--- src/rtl/exec_pkg.sv ---
// rtl/exec_pkg.sv - shared opcodes, select codes and md FSM state for the execute stage
package exec_pkg;

   localparam logic [2:0] ALU_AND = 3'b000;
   localparam logic [2:0] ALU_OR  = 3'b001;
   localparam logic [2:0] ALU_ADD = 3'b010;
   localparam logic [2:0] ALU_SUB = 3'b110;
   localparam logic [2:0] ALU_SLT = 3'b111;

   localparam logic [1:0] FWD_REG = 2'b00;
   localparam logic [1:0] FWD_WB  = 2'b01;
   localparam logic [1:0] FWD_MEM = 2'b10;

   localparam logic MD_MULTU = 1'b0;
   localparam logic MD_DIVU  = 1'b1;

   localparam logic [1:0] MF_ALU = 2'b00;
   localparam logic [1:0] MF_HI  = 2'b01;
   localparam logic [1:0] MF_LO  = 2'b10;

   typedef enum logic [1:0] {
      MD_IDLE = 2'd0,
      MD_RUN  = 2'd1,
      MD_DONE = 2'd2
   } md_state_t;

endpackage

--- src/rtl/md_unit.sv ---
// rtl/md_unit.sv - iterative unsigned multiply/divide with HI/LO registers
module md_unit
   import exec_pkg::*;
#(
   parameter int WIDTH = 32
) (
   input  logic             clk,
   input  logic             rst_n,
   input  logic             start_i,
   input  logic             op_i,
   input  logic [WIDTH-1:0] a_i,
   input  logic [WIDTH-1:0] b_i,
   output logic [WIDTH-1:0] hi_o,
   output logic [WIDTH-1:0] lo_o,
   output logic             busy_o
);

   localparam int CNTW = $clog2(WIDTH);

   md_state_t          state_q;
   logic               op_q;
   logic [WIDTH-1:0]   b_q;
   logic [CNTW-1:0]    cnt_q;
   logic [2*WIDTH-1:0] acc_q;
   logic [2*WIDTH-1:0] acc_d;
   logic [WIDTH-1:0]   hi_q;
   logic [WIDTH-1:0]   lo_q;
   logic [WIDTH:0]     mul_sum;
   logic [WIDTH:0]     div_part;
   logic [WIDTH:0]     div_trial;

   // acc holds {upper, lower}: product/multiplier for MULTU, remainder/quotient for DIVU
   always_comb begin
      mul_sum   = {1'b0, acc_q[2*WIDTH-1:WIDTH]} + {1'b0, (acc_q[0] ? b_q : {WIDTH{1'b0}})};
      div_part  = {acc_q[2*WIDTH-1:WIDTH], acc_q[WIDTH-1]};
      div_trial = div_part - {1'b0, b_q};
      if (op_q == MD_MULTU) begin
         acc_d = {mul_sum, acc_q[WIDTH-1:1]};
      end else if (div_trial[WIDTH]) begin
         acc_d = {div_part[WIDTH-1:0], acc_q[WIDTH-2:0], 1'b0};
      end else begin
         acc_d = {div_trial[WIDTH-1:0], acc_q[WIDTH-2:0], 1'b1};
      end
   end

   always_ff @(posedge clk) begin
      if (!rst_n) begin
         state_q <= MD_IDLE;
         op_q    <= MD_MULTU;
         b_q     <= '0;
         cnt_q   <= '0;
         acc_q   <= '0;
         hi_q    <= '0;
         lo_q    <= '0;
      end else begin
         case (state_q)
            MD_IDLE: begin
               if (start_i) begin
                  op_q    <= op_i;
                  b_q     <= b_i;
                  acc_q   <= {{WIDTH{1'b0}}, a_i};
                  cnt_q   <= '0;
                  state_q <= MD_RUN;
               end
            end
            MD_RUN: begin
               acc_q <= acc_d;
               cnt_q <= cnt_q + 1'b1;
               if (cnt_q == CNTW'(WIDTH - 1)) begin
                  state_q <= MD_DONE;
               end
            end
            MD_DONE: begin
               hi_q    <= acc_q[2*WIDTH-1:WIDTH];
               lo_q    <= acc_q[WIDTH-1:0];
               state_q <= MD_IDLE;
            end
            default: state_q <= MD_IDLE;
         endcase
      end
   end

   assign hi_o   = hi_q;
   assign lo_o   = lo_q;
   assign busy_o = (state_q != MD_IDLE);

endmodule

--- src/rtl/execute_stage_md.sv ---
// rtl/execute_stage_md.sv - MiniMIPS execute stage: forwarding, ALU, HI/LO moves, E/M register
module execute_stage_md
   import exec_pkg::*;
#(
   parameter int WIDTH = 32,
   parameter int REGW  = 5
) (
   input  logic             clk,
   input  logic             rst_n,
   input  logic             valid_e,
   input  logic             alu_src_e,
   input  logic             reg_dst_e,
   input  logic [1:0]       forward_a_e,
   input  logic [1:0]       forward_b_e,
   input  logic [2:0]       alu_control_e,
   input  logic             md_start_e,
   input  logic             md_op_e,
   input  logic [1:0]       mf_sel_e,
   input  logic [WIDTH-1:0] rd1_e,
   input  logic [WIDTH-1:0] rd2_e,
   input  logic [WIDTH-1:0] sign_imm_e,
   input  logic [WIDTH-1:0] result_w,
   input  logic [WIDTH-1:0] alu_out_m_fb,
   input  logic [REGW-1:0]  rt_e,
   input  logic [REGW-1:0]  rd_e,
   output logic             valid_m,
   output logic [WIDTH-1:0] alu_out_m,
   output logic [WIDTH-1:0] write_data_m,
   output logic [REGW-1:0]  write_reg_m,
   output logic [WIDTH-1:0] hi_o,
   output logic [WIDTH-1:0] lo_o,
   output logic             md_busy,
   output logic             stall_e
);

   logic [WIDTH-1:0] src_a;
   logic [WIDTH-1:0] fwd_b;
   logic [WIDTH-1:0] src_b;
   logic [WIDTH-1:0] alu_res;
   logic [WIDTH-1:0] result_e;
   logic [REGW-1:0]  write_reg_e;
   logic             md_start_ok;

   logic             valid_m_q, valid_m_d;
   logic [WIDTH-1:0] alu_out_m_q, alu_out_m_d;
   logic [WIDTH-1:0] write_data_m_q, write_data_m_d;
   logic [REGW-1:0]  write_reg_m_q, write_reg_m_d;

   always_comb begin
      case (forward_a_e)
         FWD_WB:  src_a = result_w;
         FWD_MEM: src_a = alu_out_m_fb;
         default: src_a = rd1_e;
      endcase
      case (forward_b_e)
         FWD_WB:  fwd_b = result_w;
         FWD_MEM: fwd_b = alu_out_m_fb;
         default: fwd_b = rd2_e;
      endcase
      src_b = alu_src_e ? sign_imm_e : fwd_b;
   end

   always_comb begin
      case (alu_control_e)
         ALU_AND: alu_res = src_a & src_b;
         ALU_OR:  alu_res = src_a | src_b;
         ALU_ADD: alu_res = src_a + src_b;
         ALU_SUB: alu_res = src_a - src_b;
         ALU_SLT: alu_res = {{(WIDTH-1){1'b0}}, ($signed(src_a) < $signed(src_b))};
         default: alu_res = '0;
      endcase
      case (mf_sel_e)
         MF_HI:   result_e = hi_o;
         MF_LO:   result_e = lo_o;
         default: result_e = alu_res;
      endcase
      write_reg_e = reg_dst_e ? rd_e : rt_e;
   end

   // Anything that reads HI/LO or needs the unit must wait until it is idle
   assign stall_e     = valid_e & md_busy & (md_start_e | (mf_sel_e == MF_HI) | (mf_sel_e == MF_LO));
   assign md_start_ok = valid_e & md_start_e & ~stall_e;

   md_unit #(
      .WIDTH (WIDTH)
   ) u_md_unit (
      .clk     (clk),
      .rst_n   (rst_n),
      .start_i (md_start_ok),
      .op_i    (md_op_e),
      .a_i     (src_a),
      .b_i     (fwd_b),
      .hi_o    (hi_o),
      .lo_o    (lo_o),
      .busy_o  (md_busy)
   );

   always_comb begin
      valid_m_d      = 1'b0;
      alu_out_m_d    = alu_out_m_q;
      write_data_m_d = write_data_m_q;
      write_reg_m_d  = write_reg_m_q;
      if (!stall_e) begin
         valid_m_d      = valid_e;
         alu_out_m_d    = result_e;
         write_data_m_d = fwd_b;
         write_reg_m_d  = write_reg_e;
      end
   end

   always_ff @(posedge clk) begin
      if (!rst_n) begin
         valid_m_q      <= 1'b0;
         alu_out_m_q    <= '0;
         write_data_m_q <= '0;
         write_reg_m_q  <= '0;
      end else begin
         valid_m_q      <= valid_m_d;
         alu_out_m_q    <= alu_out_m_d;
         write_data_m_q <= write_data_m_d;
         write_reg_m_q  <= write_reg_m_d;
      end
   end

   assign valid_m      = valid_m_q;
   assign alu_out_m    = alu_out_m_q;
   assign write_data_m = write_data_m_q;
   assign write_reg_m  = write_reg_m_q;

endmodule

--- config.mk ---
export PLATFORM = sky130hd
export DESIGN_NAME = execute_stage_md
export DESIGN_NICKNAME = d
export VERILOG_FILES = /design/src/rtl/exec_pkg.sv /design/src/rtl/md_unit.sv /design/src/rtl/execute_stage_md.sv
export SDC_FILE = /design/constraint.sdc
export NUM_CORES = 1
export LEC_CHECK = 0
export BUFFER_PORTS_ARGS = -buffer_cell sky130_fd_sc_hd__buf_4
export CAP_MARGIN = 20
export CORE_MARGIN = 2
export CORE_UTILIZATION = 46
export CTS_BUF_LIST = sky130_fd_sc_hd__clkbuf_4 sky130_fd_sc_hd__clkbuf_8
export CTS_CLUSTER_DIAMETER = 200
export DETAILED_ROUTE_END_ITERATION = 10
export GPL_TIMING_DRIVEN = 0
export PLACE_DENSITY_LB_ADDON = 0.1
export RECOVER_POWER = 50
export SLEW_MARGIN = 25
export SYNTH_ARGS = -nofsm -noshare
export SYNTH_HDL_FRONTEND = slang
export SYNTH_SLANG_ARGS = --single-unit
--- constraint.sdc ---
create_clock -name clk -period 8.1 [get_ports clk]
set_clock_uncertainty 0.15 [all_clocks]
set_input_delay 2.43 -clock clk [delete_from_list [all_inputs] [get_ports clk]]
set_output_delay 2.43 -clock clk [all_outputs]
set_load 0.01 [all_outputs]
-- Word-level counts from Yosys, hierarchy flattened
Cells that the tools add are included.
- flip-flop bits (word level): 238
- bits of input ports: 186
- output and inout port bits: 136
- word-level logic and storage cells: 66
- add/sub/neg operators: 5
- magnitude comparators: 1
- equality and inequality tests: 15
- muxes and demuxes: 16
- bitwise gates (word level): 10
- reductions and logical operators: 8
- operators by type and width (cell ; count):
    64-bit 2-to-1 mux ; 3
    32-bit case mux with 2 select lines ; 3
    32-bit case mux with 5 select lines ; 1
    64-bit case mux with 2 select lines ; 1
    32-bit 2-to-1 mux ; 2
    32-bit by 32-bit adder with 33-bit output ; 1
    33-bit by 32-bit subtractor with 33-bit output ; 1
    32-bit adder ; 1
    32-bit bitwise AND ; 1
    32-bit less-than comparator ; 1
    32-bit OR ; 1
    32-bit subtractor ; 1
    5-bit 2-to-1 mux ; 2
    5-bit case mux with 2 select lines ; 1
    2-bit by 1-bit equality test with 1-bit output, second input constant ; 4
    2-bit equality test, second input constant ; 4
    3-bit equality test, second input constant ; 2
    2-bit AND reduction ; 3
    5-bit by 1-bit adder with 5-bit output, second input constant ; 1
    5-bit equality test, second input constant ; 1
    1-bit bitwise AND ; 4
    2-bit 2-to-1 mux ; 2
    2-bit case mux with 2 select lines ; 1
    2-bit nonzero test ; 2
    other kinds (9) ; 11

-- Depth between registers and ports, before layout
Gate-level depths: netlist (run 1).
- word-level depth: 8
- depth in mapped cells: 20
- depth with buffers taken out: 19

-- Modules after synthesis
Synthesis (run 1) repeated with hierarchy kept, for this count alone.
- cells, all modules: 2771
- area, all modules: 20014.2 um2
- by module, submodules not included (module ; times used ; cells each ; area an instance (um2) ; sequential area each (um2)):
    md_unit ; 1 ; 1414 ; 10621.4 ; 3363.2
    execute_stage_md ; 1 ; 1357 ; 9392.8 ; 1401.3

-- Least setup slack after synthesis (run 1)
Ideal clock, no wire load.
- kind: in2reg
- start point: input forward_b_e[0]
- end point: register alu_out_m_q[23], in the netlist alu_out_m[23]
- setup time: 0.103 ns
- arrival time: 6.449 ns
- data required time: 7.847 ns
- path slack: 1.398 ns
- cell stages on the path: 17
- buffers on the path: 3
- path through: inv_1 -> ha_1 -> clkbuf_1 -> clkbuf_1 -> o21ai_0 -> mux2_2 -> ha_1 -> buf_6 -> a211o_1 -> a2111oi_4 -> nor3_2 -> a221o_1 -> a41o_1 -> a31o_1 -> a211oi_2 -> mux2_2 -> a2111oi_2
- cells in the longest elaborated chain, start to end: 6
- elaborated cells between the ends (all ways): 10
- classes of those cells: add/sub: 2; eq/ne: 2; mux: 4; bitwise: 2
- ends and longest elaborated chain (item ; RTL line ; RTL):
    from (decl) ; execute_stage_md.sv:14 ; input logic [1:0] forward_b_e,
    2-bit equality test / 2-bit by 1-bit equality test with 1-bit output (equally long branches) ; execute_stage_md.sv:55 ; case (forward_b_e)
    32-bit case mux with 2 select lines (*) ; execute_stage_md.sv:55 ;
    32-bit 2-to-1 mux (*) ; execute_stage_md.sv:60 ; src_b = alu_src_e ? sign_imm_e : fwd_b;
    32-bit subtractor (tied with other cells) ; execute_stage_md.sv:68 ; ALU_SUB: alu_res = src_a - src_b;
    32-bit case mux with 5 select lines (*) ; execute_stage_md.sv:64 ; case (alu_control_e)
    32-bit case mux with 2 select lines (*) ; execute_stage_md.sv:72 ; case (mf_sel_e)
    to (signal assigned) ; execute_stage_md.sv:119 ; alu_out_m_q <= alu_out_m_d;
    to (decl) ; execute_stage_md.sv:45 ; logic [WIDTH-1:0] alu_out_m_q, alu_out_m_d;
Mark *: on every way between the ends. The rest lies on a longest branch, timed or not.
A chain may end at the register's enable or synchronous reset.

-- Worst setup path after layout (run 1)
- start point: input forward_b_e[0]
- end point: register alu_out_m_q[19], in the netlist alu_out_m[19]
Same word-level chain as after synthesis.

==> impl_metrics.tcl, run 1 <==
set metrics [dict create \
    crit_fanout 10 \
    topRoutingLayerUsed "met4" \
    antenna_found_initial 0 \
    cts_sinks 238 \
    crit_family "compound AO/OA/AOI/OAI gates" \
    ys_async_sr_fraction_pct 0 \
    yosysWarnings 0 \
    synthToLayoutAreaGrowth_pct 17.8 \
    critical_path_buf_inv_count 4 \
    drtPass1Iterations 7 \
    syn_nets 2934 \
    worstSetupPathType "primary input to flip-flop" \
    ys_ff_latch 238 \
    grt-ovfl-total 0 \
    fin_crit_ps 7820 \
    die_width_um 210 \
    slowest_delay_ps 600 \
    yosys.area.top_type "dfxtp_1" \
    drt_iter0_drc 2564 \
    hold_viol_final 0 \
    cap_violations 0 \
    power_per_cell_area_mw_per_mm2 171 \
    antenna_cells 0 \
    met1_length_mm 36.5 \
    routed_via_density 6.25 \
    avgSynthCellArea_um2 7.58 \
    nNetsFinal 3296 \
    vdd_ir_drop_max_uv 101 \
    worst_slack_ps 277 \
    yosysSeqAreaShare_pct 24.4 \
    path_cells "buf_4, inv_1, ha_1, clkbuf_1, clkbuf_1, o21ai_0, mux2_2, ha_1, or3b_1, a31oi_1, a31o_2, o211ai_2, and2_1, o41a_1, xor2_1, nor2_1, a211oi_1, o221ai_1" \
    core_mm2 0.0419 \
    syn_area_mm2 0.0195 \
    clkTransAtPathRegs_ps 60 \
    grt_start_max_net_pins 13 \
    wl_met2_mm 37.2 \
    drc 0 \
    postCtsSetupBuffers 0 \
    dp_slack_ps -157 \
    fmax_mhz 128 \
    critPathLaunchType "primary input" \
    setup_viol 0 \
    finalCritPeriodShare_pct 96.6 \
    synth-main-ff-cell "dfxtp_1" \
    clkLatencyLatePin_ps 600 \
    port_buffers 316 \
    mostFrequentLayoutCells "nand2_1, clkbuf_1, dfxtp_1" \
    die-area_mm2 0.0441 \
    syn_inst 2575 \
    tightest_slew_ps 1200 \
    final_area_mm2 0.0230 \
    arrival_ps 8090 \
    rsz0062_at_grt "no" \
    required_ps 8370 \
    rows 75 \
    final_util_pct 54.8 \
    place_area_mm2 0.0226 \
    wirelength_mm 87.9 \
    drv_slew 0 \
    vias 21885 \
    cts_root_buffer "clkbuf_8" \
    synth_cell_type_count 87 \
    gp_congestion 0.987 \
    ant_nets 0 \
    h-tree-depth 2 \
    hpwl_mm 71.3 \
    hp-class "flip-flop to flip-flop" \
    cts_tree "yes" \
    synthTopCellsByArea "dfxtp_1, ha_1, nand2_1, a21boi_0, a22oi_1" \
    slew_headroom_pct 18.9 \
    drive_gt1_share_pct 11.3 \
    crit_slowest_cell "a211oi_1" \
    cts_buffer_depth 3 \
    mostFrequentLayoutCell "nand2_1" \
    synth_top_cell_area_share_pct 24.4 \
    ioPinCount 322 \
    wire_per_inst_um 25.1 \
    outcome "finished clean" \
    fp.dieH_um 210 \
    cts_buffers 43 \
    power_uw 3930 \
    cp-end-kind "flip-flop" \
    grt_pass1_wl_mm 127 \
    grtUsageTotal_pct 38.4 \
    dr_wl_met3_mm 9.82 \
    start_util_pct 46.5 \
    p_leak_uw 0.00947 \
    synth_edf_count 0 \
    grt_pass1_vias 20514 \
]
[through the flow]
stage / std cells / hold WS (ps) / setup TNS (ps)
5_1_grt: 3503 / 341 / 0
3_5_place_dp: 3431 / 299 / -546
3_3_place_gp: 3430 / 301 / -811
6_report: 3503 / 314 / 0
4_1_cts: 3503 / 315 / 0
2_1_floorplan: 2575 / 299 / 0
[routing by layer]
layer / GRT usage [%] / vias up
met5: 0 / -
met4: 17.6 / 0
met3: 9.30 / 196
met2: 58.7 / 1331
met1: 51.1 / 10415
li1: - / 9943
[worst min-delay path, cell delays in order, from the launching register on]
cell and delay, ps:
dfxtp_1 310, nand2_1 50, a21boi_0 60
[cell type report]
type | count | area [um^2]
Fill cell | 4185 | 19000
Multi-Input combinational cell | 2017 | 13500
Sequential cell | 238 | 4760
Timing Repair Buffer | 317 | 1910
Clock buffer | 59 | 737
Buffer | 174 | 679
Tap cell | 539 | 674
Inverter | 146 | 548
Clock inverter | 13 | 138
[kinds of logic (layout without fill, tap and decap cells)]
group,Yosys count,count (layout),synth area share (%)
compound gates,866,866,31.0
buf+inv,320,709,6.29
fa+ha+maj,173,173,11.2
flops,238,238,24.4
mux,96,96,5.13
simple gates,797,797,18.1
xor+xnor,85,85,3.81
[report_power, final]
group / internal [uW] / switching [uW] / total, uW
combinational: 532 / 937 / 1470
sequential: 1220 / 40.0 / 1260
clock: 655 / 549 / 1200
[synthesized netlist by cell type, types with 17 or more instances]
cell and instances:
nor2_1 151, a22oi_1 116, inv_1 144, a21boi_0 135
nand2_1 412, nor3_1 37, clkbuf_1 154, a221oi_1 59
o221ai_1 23, a211oi_1 17, nand3_1 29, ha_1 169
nor2b_1 44, o211a_1 17, nand2b_1 17, a21o_1 52
mux2_2 33, xor2_1 32, and2_1 43, mux2i_1 63
dfxtp_1 238, a21oi_1 131, o21ai_0 157, and3_1 17
xnor2_1 53, a31oi_1 18
[state kept, by name, summed over array words and instances, names as in the netlist]
signal	flops
valid_m	1
u_md_unit.hi_o	32
u_md_unit.lo_o	32
write_reg_m	5
u_md_unit.state_q	2
u_md_unit.op_q	1
alu_out_m	32
write_data_m	32
u_md_unit.b_q	32
u_md_unit.cnt_q	5
u_md_unit.acc_q	64
[worst paths after layout]
path	end	cells after the start	startpoint	slack [ps]
max	alu_out_m[19]$_SDFFE_PN0N_	18	forward_b_e[0]	280
max reg2reg	u_md_unit.acc_q[59]$_SDFFE_PN0P_	13	u_md_unit.acc_q[0]$_SDFFE_PN0P_	3420
min reg2reg	write_data_m[16]$_SDFFE_PN0N_	2	write_data_m[16]$_SDFFE_PN0N_	310
min	write_data_m[16]$_SDFFE_PN0N_	2	write_data_m[16]$_SDFFE_PN0N_	310
[repair_timing]
| item | in CTS | in global routing |
|---|---|---|
| gates resized for setup | 0 | 1 |
| hold buffers | 0 | 0 |
| setup endpoints to repair | 0 | 3 |
Note: power is estimated with default switching activity, not from simulation.
==> run 2, diff against run 1 <==
--- a/constraint.sdc
+++ b/constraint.sdc
@@ -4,2 +4,2 @@
 set_output_delay 2.43 -clock clk [all_outputs]
-set_load 0.01 [all_outputs]
+set_load 0.1 [all_outputs]
==> run 2 against run 1 <==
Sequential power hardly changed. Design area is 0.15% higher. Critical path depth stayed put. Critical path type unchanged.
==> impl_metrics.tcl, run 2 (synthesis gave the netlist of run 1 again) <==
set metrics [dict create \
    slew_headroom_pct 17.1 \
    cap_violations 0 \
    fin_crit_ps 7810 \
    outcome "finished clean" \
    rsz0062_at_grt "no" \
    routed_via_density 6.23 \
    fill_cells 4171 \
    drt_iter0_drc 2600 \
    fmax_mhz 128 \
    port_buffers 316 \
    place_area_mm2 0.0226 \
    worstSetupPathType "primary input to flip-flop" \
    grt_start_max_net_pins 13 \
    hold_viol_final 0 \
    synthToLayoutAreaGrowth_pct 17.9 \
    largest_reg_flops 64 \
    setup_viol 0 \
    ioPinCount 322 \
    cts_root_buffer "clkbuf_8" \
    cts_tree "yes" \
    crit_fanout 10 \
    clkLatencyLatePin_ps 600 \
    final_cells 3503 \
    worst_slack_ps 290 \
    r2r-start "u_md_unit.acc_q[0]$_SDFFE_PN0P_" \
    cp-end-kind "flip-flop" \
    vias 21815 \
    drc 0 \
    gp_congestion 0.987 \
    grtUsageTotal_pct 38.4 \
    cts_buffers 43 \
    mostFrequentLayoutCells "nand2_1, clkbuf_1, dfxtp_1" \
    power_per_cell_area_mw_per_mm2 178 \
    cts_buffer_depth 3 \
    arrival_ps 8080 \
    placed_cells 3431 \
    wire_per_inst_um 25.1 \
    hp-class "flip-flop to flip-flop" \
    grt_pass1_vias 20514 \
    clkTransAtPathRegs_ps 50 \
    core_mm2 0.0419 \
    grt-ovfl-total 0 \
    critical_path_buf_inv_count 4 \
    final_util_pct 54.9 \
    ant_nets 0 \
    crit_family "compound AO/OA/AOI/OAI gates" \
    fp.dieH_um 210 \
    p_leak_uw 0.00951 \
    dp_slack_ps -157 \
    tightest_slew_ps 1230 \
    antenna_found_initial 0 \
    final_area_mm2 0.0230 \
    die_width_um 210 \
    grt_pass1_wl_mm 127 \
    drive_gt1_share_pct 11.6 \
    slowest_delay_ps 590 \
    postCtsSetupBuffers 0 \
    antenna_cells 0 \
    die-area_mm2 0.0441 \
    top_register "u_md_unit.acc_q" \
    drv_slew 0 \
    mostFrequentLayoutCell "nand2_1" \
    rows 75 \
    h-tree-depth 2 \
    hpwl_mm 71.3 \
    path_cells "buf_4, inv_1, ha_1, clkbuf_1, clkbuf_1, o21ai_0, mux2_2, ha_1, or3b_1, a31oi_1, a31o_2, o211ai_2, and2_1, o41a_1, xor2_1, nor2_1, a211oi_1, o221ai_1" \
    start_util_pct 46.5 \
    cp-startpoint "forward_b_e[0]" \
    crit_slowest_cell "a211oi_1" \
    wirelength_mm 87.8 \
    required_ps 8370 \
    vdd_ir_drop_max_uv 134 \
    drtPass1Iterations 7 \
    nNetsFinal 3296 \
    cts_sinks 238 \
    critPathLaunchType "primary input" \
    min_from "write_data_m[16]$_SDFFE_PN0N_" \
    finalCritPeriodShare_pct 96.4 \
]
==> run 2: cell types whose count changed in the layout (fill, tap and decap cells not counted) <==
cell,delta
buf_4,+9
clkbuf_1,-9
==> run 2: metrics by stage <==
| stage | hold slack, ps | power (uW) | setup TNS [ps] |
|---|---|---|---|
| floorplan | 299 | 2360 | 0 |
| global placement | 301 | 2870 | -811 |
| detailed placement | 299 | 2890 | -546 |
| CTS | 315 | 4070 | 0 |
| global route | 341 | 4260 | 0 |
| finish | 314 | 4100 | 0 |
==> run 2: path summary, 6_finish.rpt <==
kind                                            to  slack, ps  depth (start not counted)
setup / recovery        alu_out_m[19]$_SDFFE_PN0N_        290                         18
hold / removal       write_data_m[16]$_SDFFE_PN0N_        310                          2
setup reg to reg  u_md_unit.acc_q[59]$_SDFFE_PN0P_       3410                         13
hold reg to reg      write_data_m[16]$_SDFFE_PN0N_        310                          2
==> run 2: cell type report <==
type,instances,area [um^2],share of cell area [%]
well taps,539,674,2.93
clock buffers,59,737,3.20
multi-input cells,2017,13500,58.8
flip-flops and latches,238,4760,20.7
repair buffers,317,1950,8.46
plain buffers,174,679,2.95
inverters,146,548,2.38
clock inverters,13,138,0.598
==> run 2: repair_timing <==
action | in CTS | in global routing
setup endpoints to repair | 0 | 3
hold buffers | 0 | 0
resized for setup | 0 | 1
==> run 2: worst register-to-register path, delay by kind of cell (launching register included) <==
| family | cells | cell delay [ps] |
|---|---|---|
| buffers and inverters | 1 | 440 |
| AOI/OAI and AO/OA | 6 | 2100 |
| adders and majority gates | 1 | 290 |
| and+or+nand+nor | 5 | 1020 |
| DFF | 1 | 590 |
==> run 2: where the power goes <==
group / total, uW / internal [uW] / switching, uW
Clock: 1200 / 655 / 548
Sequential: 1260 / 1220 / 39.9
Combinational: 1640 / 532 / 1110
Total: 4100 / 2400 / 1690
==> run 2: metal layers <==
metal  up-vias  share of wire (%)  global-route usage (%)
met5         -                  0                       0
met4         0                4.9                    17.6
met3       201                 11                    9.30
met2      1301                 42                    58.7
met1     10357                 42                    51.1
li1       9956                  -                       -
==> run 3, diff against run 2 <==
Settings changed: CAP_MARGIN 20 to default, RECOVER_POWER 50 to default.
==> run 3 against run 2 <==
Worst setup slack better by 13 ps. Die area stayed put. Global-route usage stayed put. Sequential cell count stayed put. Clock power hardly changed. Non-clock buffer count stayed put. Register-to-register slack better by 20 ps. Sequential share of layout area is 0.38 points lower. Critical path depth stayed put. Total power is 0.55% higher. Count of clock-buffer cells in the layout stayed put. Critical endpoint unchanged. Highest routed layer unchanged.
==> impl_metrics.tcl, run 3 (synthesis gave the netlist of run 1 again) <==
set metrics [dict create \
    outcome "finished clean" \
    p_leak_uw 0.00999 \
    top_register "u_md_unit.acc_q" \
    grt_pass1_vias 20514 \
    hold_viol_final 0 \
    drive_gt1_share_pct 15.5 \
    clkTransAtPathRegs_ps 50 \
    antenna_found_initial 0 \
    drt_iter0_drc 2443 \
    worst_slack_ps 303 \
    ant_nets 0 \
    finalCritPeriodShare_pct 96.3 \
    wirelength_mm 87.9 \
    cts_buffer_depth 3 \
    regArea_mm2 0.00476 \
    rsz0062_at_grt "no" \
    fill_cells 4039 \
    synthToLayoutAreaGrowth_pct 20.2 \
    final_cells 3503 \
    worstSetupPathType "primary input to flip-flop" \
    cap_violations 0 \
    start_util_pct 46.5 \
    grtUsageTotal_pct 38.4 \
    grt-ovfl-total 0 \
    cts_tree "yes" \
    dp_slack_ps -157 \
    power_per_cell_area_mw_per_mm2 176 \
    critPathLaunchType "primary input" \
    tightest_slew_ps 1190 \
    grt_pass1_wl_mm 127 \
    gp_congestion 0.987 \
    cts_root_buffer "clkbuf_8" \
    core_mm2 0.0419 \
    final_util_pct 55.9 \
    hpwl_mm 71.3 \
    cp-end-kind "flip-flop" \
    multi_input_area_mm2 0.0135 \
    arrival_ps 8070 \
    largest_reg_flops 64 \
    cts_sinks 238 \
    fmax_mhz 128 \
    die-area_mm2 0.0441 \
    rows 75 \
    fp.dieH_um 210 \
    h-tree-depth 2 \
    port_buffers 316 \
    ioPinCount 322 \
    postCtsSetupBuffers 0 \
    mostFrequentLayoutCells "nand2_1, buf_4, dfxtp_1" \
    clkLatencyLatePin_ps 600 \
    cts_buffers 43 \
    required_ps 8370 \
    crit_fanout 10 \
    drv_slew 0 \
    placed_cells 3431 \
    grt_start_max_net_pins 13 \
    drtPass1Iterations 6 \
    power_uw 4120 \
    tns_ps 0 \
    die_width_um 210 \
    hp-class "flip-flop to flip-flop" \
    routed_via_density 6.23 \
    setup_viol 0 \
    vias 21815 \
    wire_per_inst_um 25.1 \
    fin_crit_ps 7800 \
    antenna_cells 0 \
    mostFrequentLayoutCell "nand2_1" \
    slew_headroom_pct 19.6 \
    nNetsFinal 3296 \
    vdd_ir_drop_max_uv 139 \
    drc 0 \
]
==> run 3: where the power goes <==
group          switching (uW)  internal [uW]
Clock                     549            655
Combinational            1110            553
Sequential               40.9           1220
==> run 3: area by class of cell <==
cell class / instances / share of cell area [%]
Clock buffer: 59 / 3.14
Buffer: 174 / 2.90
Tap cell: 539 / 2.87
Timing Repair Buffer: 317 / 10.1
Inverter: 146 / 2.34
Clock inverter: 13 / 0.587
Multi-Input combinational cell: 2017 / 57.7
Sequential cell: 238 / 20.3
==> run 3: through the flow <==
| step | hold WS, ps | area (um^2) |
|---|---|---|
| 4_1_cts | 315 | 23500 |
| 3_5_place_dp | 299 | 22600 |
| 2_1_floorplan | 299 | 19500 |
| 6_report | 315 | 23500 |
| 3_3_place_gp | 301 | 22600 |
| 5_1_grt | 345 | 23500 |
==> run 3: critical path, stage by stage <==
cell and delay (ps):
buf_4 90, inv_1 30, ha_1 260, clkbuf_1 380, clkbuf_1 570, o21ai_0 540
mux2_2 450, ha_1 410, or3b_1 380, a31oi_1 460, a31o_2 270, o211ai_2 150
and2_1 210, o41a_1 460, xor2_1 150, nor2_1 50, a211oi_1 600, o221ai_1 180
==> run 3: timing repair <==
item,4_1_cts,5_1_grt
resized for setup,0,1
hold buffers,0,0
setup endpoints to repair,0,3
==> run 3: path summary, 6_finish.rpt <==
path | startpoint | to | cells past startpoint | slack, ps
setup reg to reg | u_md_unit.acc_q[0]$_SDFFE_PN0P_ | u_md_unit.acc_q[59]$_SDFFE_PN0P_ | 13 | 3430
setup / recovery | forward_b_e[0] | alu_out_m[19]$_SDFFE_PN0N_ | 18 | 300
hold reg to reg | write_data_m[16]$_SDFFE_PN0N_ | write_data_m[16]$_SDFFE_PN0N_ | 2 | 320
hold / removal | write_data_m[16]$_SDFFE_PN0N_ | write_data_m[16]$_SDFFE_PN0N_ | 2 | 320
==> run 3: layer usage <==
layer  vias to the layer above  share of wire [%]  track usage [%]
met1                     10379                 42             51.1
met2                      1289                 42             58.7
met5                         -                  0                0
met3                       194                 11             9.30
met4                         0                5.0             17.6
li1                       9953                  -                -
